**src/rtl/ascon_pkg.sv**
```systemverilog
// ascon_pkg: shared types, lookup tables and helpers for the inverse ASCON
// permutation (ascon_inv_permutation and ascon_inv_round).
package ascon_pkg;

  // Five 64-bit words; element 0 is x0.
  typedef logic [0:4][63:0] t_state_array;

  // 5-bit S-box table, entry v is the image of v ({x0..x4}, x0 = MSB).
  typedef logic [0:31][4:0] t_substitution;

  typedef enum logic [1:0] {
    IDLE,
    RUN,
    DONE
  } t_inv_fsm;

  // Round constants of p12, applied to x2[7:0]; p^a uses indices 12-a..11.
  localparam logic [0:11][7:0] C_LUT_ADDITION = {
    8'hf0, 8'he1, 8'hd2, 8'hc3, 8'hb4, 8'ha5,
    8'h96, 8'h87, 8'h78, 8'h69, 8'h5a, 8'h4b
  };

  localparam t_substitution C_LUT_SBOX = {
    5'h04, 5'h0b, 5'h1f, 5'h14, 5'h1a, 5'h15, 5'h09, 5'h02,
    5'h1b, 5'h05, 5'h08, 5'h12, 5'h1d, 5'h03, 5'h06, 5'h1c,
    5'h1e, 5'h13, 5'h07, 5'h0e, 5'h00, 5'h0d, 5'h11, 5'h18,
    5'h10, 5'h0c, 5'h01, 5'h19, 5'h16, 5'h0a, 5'h0f, 5'h17
  };

  localparam t_substitution C_LUT_INV_SBOX = {
    5'h14, 5'h1a, 5'h07, 5'h0d, 5'h00, 5'h09, 5'h0e, 5'h12,
    5'h0a, 5'h06, 5'h1d, 5'h01, 5'h19, 5'h15, 5'h13, 5'h1e,
    5'h18, 5'h16, 5'h0b, 5'h11, 5'h03, 5'h05, 5'h1c, 5'h1f,
    5'h17, 5'h1b, 5'h04, 5'h08, 5'h0f, 5'h0c, 5'h10, 5'h02
  };

  function automatic logic [63:0] f_rotr(input logic [63:0] x, input logic [5:0] k);
    logic [127:0] d;
    d = {x, x} >> k;
    return d[63:0];
  endfunction

  function automatic logic [63:0] f_rotl(input logic [63:0] x, input logic [5:0] k);
    logic [127:0] d;
    d = {x, x} << k;
    return d[127:64];
  endfunction

  // Product of two rotation masks (bit k = rotate by k): exponents add mod 64.
  function automatic logic [63:0] f_cyc_mul(input logic [63:0] a, input logic [63:0] b);
    logic [63:0] r;
    r = '0;
    for (int i = 0; i < 64; i++) begin
      if (a[i]) r = r ^ f_rotl(b, 6'(i));
    end
    return r;
  endfunction

  // L = 1 + X^r1 + X^r2 satisfies L^64 = 1, so L^-1 = L^63 = prod_k L^(2^k),
  // and L^(2^k) = 1 + X^(r1*2^k) + X^(r2*2^k).
  function automatic logic [63:0] f_inv_lin_mask(input int unsigned r1, input int unsigned r2);
    logic [63:0] acc;
    logic [63:0] term;
    acc = 64'h1;
    for (int k = 0; k < 6; k++) begin
      term = 64'h1;
      term = term ^ (64'h1 << ((r1 << k) % 64));
      term = term ^ (64'h1 << ((r2 << k) % 64));
      acc  = f_cyc_mul(acc, term);
    end
    return acc;
  endfunction

  // Per word: bit k set means rotr(x_i, k) contributes to the inverse.
  localparam logic [0:4][63:0] C_INV_LIN_MASK = {
    f_inv_lin_mask(19, 28),
    f_inv_lin_mask(61, 39),
    f_inv_lin_mask(1, 6),
    f_inv_lin_mask(10, 17),
    f_inv_lin_mask(7, 41)
  };

  // Constant for index idx; indices past 11 contribute nothing.
  function automatic logic [7:0] f_round_const(input logic [3:0] idx);
    logic [7:0] c;
    c = 8'h00;
    if (idx < 4'd12) c = C_LUT_ADDITION[idx];
    return c;
  endfunction

endpackage

```
**src/rtl/ascon_inv_round.sv**
```systemverilog
// ascon_inv_round: one combinational inverse ASCON round.
// Order: inverse linear diffusion, inverse S-box, constant XOR on x2[7:0].
module ascon_inv_round
  import ascon_pkg::*;
(
  input  t_state_array i_state,
  input  logic [3:0]   i_idx,
  output t_state_array o_state
);

  t_state_array lin;
  t_state_array sub;
  logic [4:0]   col;
  logic [4:0]   res;

  // Inverse linear layer: XOR of the rotations selected by each word's mask.
  always_comb begin
    // NOTE: every combinational variable gets a default before conditional updates, so no latch is inferred.
    lin = '0;
    for (int w = 0; w < 5; w++) begin
      for (int k = 0; k < 64; k++) begin
        if (C_INV_LIN_MASK[w][k]) lin[w] = lin[w] ^ f_rotr(i_state[w], 6'(k));
      end
    end
  end

  // Inverse S-box applied to each 5-bit column, x0 as MSB.
  always_comb begin
    sub = '0;
    col = '0;
    res = '0;
    for (int j = 0; j < 64; j++) begin
      col = {lin[0][j], lin[1][j], lin[2][j], lin[3][j], lin[4][j]};
      res = C_LUT_INV_SBOX[col];
      sub[0][j] = res[4];
      sub[1][j] = res[3];
      sub[2][j] = res[2];
      sub[3][j] = res[1];
      sub[4][j] = res[0];
    end
  end

  // Round-constant XOR on the low byte of x2.
  always_comb begin
    o_state       = sub;
    o_state[2][7:0] = sub[2][7:0] ^ f_round_const(i_idx);
  end

endmodule

```
**src/rtl/ascon_inv_permutation.sv**
```systemverilog
// ascon_inv_permutation: iterative inverse of ASCON p^a (a = 1..12).
// Optional macro ASCON_INV_TWO_ROUNDS_EN chains two inverse rounds per clock.
module ascon_inv_permutation
  import ascon_pkg::*;
(
  input  logic         clock,
  input  logic         reset_n,
  input  logic         i_start,
  input  logic [3:0]   i_round_count,
  input  t_state_array i_state,
  output t_state_array o_state,
  output logic         o_valid,
  output logic         o_busy
);

  t_inv_fsm     fsm_q, fsm_d;
  t_state_array state_q, state_d;
  logic [3:0]   idx_q, idx_d;
  logic [3:0]   rem_q, rem_d;
  logic         valid_q, valid_d;
  logic         busy_q, busy_d;

  logic [3:0]   rounds_sat;
  t_state_array round0;

  assign rounds_sat = (i_round_count > 4'd12) ? 4'd12 : i_round_count;

  ascon_inv_round u_round0 (
    .i_state (state_q),
    .i_idx   (idx_q),
    .o_state (round0)
  );

`ifdef ASCON_INV_TWO_ROUNDS_EN
  t_state_array round1;
  logic [3:0]   idx_m1;

  assign idx_m1 = idx_q - 4'd1;

  ascon_inv_round u_round1 (
    .i_state (round0),
    .i_idx   (idx_m1),
    .o_state (round1)
  );
`endif

  // Next-state logic: accept a start in IDLE, peel rounds in RUN, pulse in DONE.
  always_comb begin
    fsm_d   = fsm_q;
    state_d = state_q;
    idx_d   = idx_q;
    rem_d   = rem_q;
    valid_d = 1'b0;
    busy_d  = busy_q;
    case (fsm_q)
      IDLE: begin
        if (i_start) begin
          state_d = i_state;
          idx_d   = 4'd11;
          rem_d   = rounds_sat;
          if (rounds_sat == 4'd0) begin
            fsm_d   = DONE;
            valid_d = 1'b1;
            busy_d  = 1'b0;
          end else begin
            fsm_d  = RUN;
            busy_d = 1'b1;
          end
        end
      end
      RUN: begin
`ifdef ASCON_INV_TWO_ROUNDS_EN
        // An odd remainder finishes with the first instance only.
        if (rem_q == 4'd1) begin
          state_d = round0;
          rem_d   = 4'd0;
        end else begin
          state_d = round1;
          rem_d   = rem_q - 4'd2;
        end
        idx_d = idx_q - 4'd2;
        if (rem_q <= 4'd2) begin
`else
        state_d = round0;
        rem_d   = rem_q - 4'd1;
        idx_d   = idx_q - 4'd1;
        if (rem_q == 4'd1) begin
`endif
          fsm_d   = DONE;
          valid_d = 1'b1;
          busy_d  = 1'b0;
        end
      end
      DONE: begin
        fsm_d  = IDLE;
        busy_d = 1'b0;
      end
      default: begin
        fsm_d  = IDLE;
        busy_d = 1'b0;
      end
    endcase
  end

  // Registers: FSM, working state, counters and registered outputs.
  always_ff @(posedge clock or negedge reset_n) begin
    // NOTE: sequential state uses non-blocking assignments so every flop samples pre-edge values.
    if (!reset_n) begin
      fsm_q   <= IDLE;
      state_q <= '0;
      idx_q   <= '0;
      rem_q   <= '0;
      valid_q <= 1'b0;
      busy_q  <= 1'b0;
    end else begin
      fsm_q   <= fsm_d;
      state_q <= state_d;
      idx_q   <= idx_d;
      rem_q   <= rem_d;
      valid_q <= valid_d;
      busy_q  <= busy_d;
    end
  end

  assign o_state = state_q;
  assign o_valid = valid_q;
  assign o_busy  = busy_q;

endmodule

```
**config.mk**
```make
export PLATFORM = sky130hd
export DESIGN_NAME = ascon_inv_permutation
export DESIGN_NICKNAME = d
export VERILOG_FILES = /design/src/rtl/ascon_pkg.sv /design/src/rtl/ascon_inv_round.sv /design/src/rtl/ascon_inv_permutation.sv
export SDC_FILE = /design/constraint.sdc
export NUM_CORES = 2
export LEC_CHECK = 0
export CAP_MARGIN = 20
export CELL_PAD_IN_SITES_DETAIL_PLACEMENT = 1
export CELL_PAD_IN_SITES_GLOBAL_PLACEMENT = 1
export CORE_MARGIN = 4
export CORE_UTILIZATION = 46
export DETAILED_ROUTE_END_ITERATION = 7
export PLACE_DENSITY = 0.87
export SLEW_MARGIN = 20
export SYNTH_ARGS = -nofsm -noshare
export SYNTH_HDL_FRONTEND = slang
export SYNTH_SLANG_ARGS = --single-unit
```
**constraint.sdc**
```tcl
create_clock -name clock -period 4.3 [get_ports clock]
set_input_delay 0.645 -clock clock [delete_from_list [all_inputs] [get_ports clock]]
set_output_delay 0.645 -clock clock [all_outputs]
set_load 0.01 [all_outputs]
```
==> run metrics <==
min-delay worst type primary input to register; CP delay by family, top XOR/XNOR gates; DRT antenna net count 0; Post-synth EDFFs 0; syn_nets 10000; CP Buf/Inv Count 3; post-synthesis cell area 88000 um2; type of origin of the critical path register; uppermost routed layer met5; DRC 0; cell count after synthesis 9267; Tightest Pin Transition 1290 ps; cell row count 160; Finished Layout Cells 14300; combinational family with the most area after synthesis XOR/XNOR gates; number of fill cells in the layout 21100; Synth Flop Type dfrtp_1; initial antenna violation count 67; clk_lat worst skew 790 ps; Slew HR 0.140; Yosys top cell area share 0.245; Setup crit end kind register; Ports 649; layout cell share with drive strength beyond 1 0.259; failing checks negative setup slack; Slew Limit Fails 0; post-DP HPWL 487000 um; Compound-Gate Fraction of Synth Area 0.0918; Via density 6.46; metal3 WL 95200 um; die footprint 198000 um2; FF+latch count, synth 332; setup ws final -215 ps; First DRT Iteration DRCs 13700; GRT overflow 0; post-synthesis xor/xnor area fraction 0.560; DR pass1 iterations 6; Ys Warns 0; wl on met1 197000 um; Die X 445 um; CTS Root Cell clkbuf_16; Setup Slack @ Placement -765 ps; GPL Wtd Cong 1.21; area growth from synthesis to layout 35.4%; CP arrival 5110 ps; Initial Utilization 0.463; Worst-path clk slew 60 ps; Setup Viol. Count Final 39; Critical-path top delay cell xnor3_1; maximum fanout along the worst path 5; asr flop ratio synth 1.00; routed via count 92600; Layout Utilization 0.626; H-Tree Depth 2; adder-cell share of the synthesized area 0.0641; crit-path max cell delay 590 ps; highest clock rate 222 MHz; cells along the critical path xnor2_2 > xnor3_1 > buf_4 > xnor2_1 > xnor2_1 > xnor2_2 > inv_1 > ha_1 > mux4_2 > nor2_1 > a211oi_1 > buf_4 > a31oi_2; CTS buffer count 53; worst path required time 4900 ps; Final min period 4510 ps; post-synth cell types 82; final clock skew 56.4 ps; clock tree from TritonCTS yes; Final period util 1.05; Synth area leader xnor2_1; WS Path Type register to register; dpl cells 14200; Vert. Die Dim 445 um; # nets final 12500; Tot GR Track Use 0.579; top cells by area, synth xnor2_1 (24%), xnor3_1 (18%), dfrtp_1 (9.4%), xor2_1 (7.2%), ha_1 (6.4%); status finished with violations; met2 WL 227000 um; clock sinks 332; Port Buf Inserts 648; Max Cap Viol 0; final hold viol count 0; RSZ-0062 raised after global routing yes; vias in the first global route 92800; simple-gate portion of the synthesized area 0.0806; pin count of the biggest net entering global routing 84; Seq/Total Area, Yosys 0.0944; wire per inst 41.6 um; Avg Inst Size Synth 9.50 um2; drt total wl 596000 um; multiplexer share of the synthesized area 0.0624; Clock Tree Buf Depth 3; core area 190000 um2; first-pass GRT wire length 788000 um
[metrics by stage]
stage	hold slack [ps]	instance area, um2	setup TNS (ps)
after floorplan	349	88000	0
after global placement	514	116000	-11490
after detailed placement	573	116000	-11970
after CTS	439	118000	0
after global routing	464	119000	-431
final	443	119000	-2370
[timing repair]
action,CTS,global route
setup endpoints to repair,103,132
cloned,0,0
gates resized for setup,74,152
hold endpoints to repair,44,0
buffers inserted,3,12
pin swaps,3,14
hold buffers,1,0
[logic make-up after synthesis]
family | after synthesis
DFF | 332
muxes | 473
adders and majority gates | 451
and+or+nand+nor | 1633
buffers and inverters | 919
AOI/OAI and AO/OA | 1287
xor gates and xnor gates | 4172
[worst reg2reg max path, stage by stage (launching register included)]
cell	delay, ps
dfrtp_1	500
xnor2_2	490
xnor3_1	600
buf_4	180
xnor2_1	130
xnor2_1	420
xnor2_2	280
inv_1	190
ha_1	250
mux4_2	490
nor2_1	100
a211oi_1	70
buf_4	180
a31oi_2	440
[cell usage after synthesis, types with 89 or more instances]
master and n:
xnor2_1 2460, nand2_1 838, xor2_1 723, xnor3_1 687, ha_1 451, mux2i_1 379
nor2_1 371, a21oi_1 362, dfrtp_1 332, inv_1 304, buf_2 301, o21ai_0 294
clkbuf_1 208, xnor2_2 143, a31oi_1 123, and3_1 113, a211oi_1 102, xor3_1 89
[registers in the layout, indices dropped and copies added (netlist names)]
signal	flops
fsm_q	2
idx_q	4
o_busy	1
o_state	320
o_valid	1
rem_q	4
[cell usage in the layout (no fill, tap or decap), drive strengths merged, types with 34 or more instances in the layout]
master         count
ha               451
xor3              89
a21oi            362
diode             34
a211oi           102
buf             2375
mux2              37
a31oi            123
xnor2           2625
nand2            838
nand2b            42
xnor3            693
o21ai            305
and3             113
inv              320
clkdlybuf4s50    647
mux4              57
and2              35
mux2i            379
nor2             371
nand3             43
o211ai            70
xor2             765
dfrtp            332
nor2b             59
clkbuf            65
nor3              66
[layer usage]
metal,track usage,up-vias
met5,0.0107,-
met4,0.574,66
met3,0.291,2987
met2,0.778,8197
met1,0.644,45500
li1,-,35800
[path summary, 6_finish.rpt]
kind                                                from                  endpoint  cells after the start  slack, ps
max in group asynchronous                        reset_n   o_state[37]$_DFFE_PN0P_                      3       2620
min in group asynchronous                        reset_n  o_state[316]$_DFFE_PN0P_                      2        530
worst max-delay path            o_state[112]$_DFFE_PN0P_    o_state[6]$_DFFE_PN0P_                     13       -210
worst min register to register  o_state[122]$_DFFE_PN0P_  o_state[122]$_DFFE_PN0P_                      2        590
worst max register to register  o_state[112]$_DFFE_PN0P_    o_state[6]$_DFFE_PN0P_                     13       -210
worst min-delay path                         i_state[71]   o_state[71]$_DFFE_PN0P_                      3        440
[layout make-up]
| cell class | count | area (um2) | area share |
|---|---|---|---|
| repair buffers | 3023 | 27500 | 0.231 |
| clock buffers | 65 | 1440 | 0.0121 |
| flip-flops and latches | 332 | 8380 | 0.0704 |
| multi-input cells | 8016 | 77000 | 0.647 |
| well taps | 2511 | 3140 | 0.0264 |
| diodes | 34 | 85.1 | 0.000714 |
| inverters | 317 | 1190 | 0.00999 |
| clock inverters | 32 | 354 | 0.00297 |
Power is not shown: default switching activity piles up to over one toggle a cycle in this logic, so the estimate is an artifact.
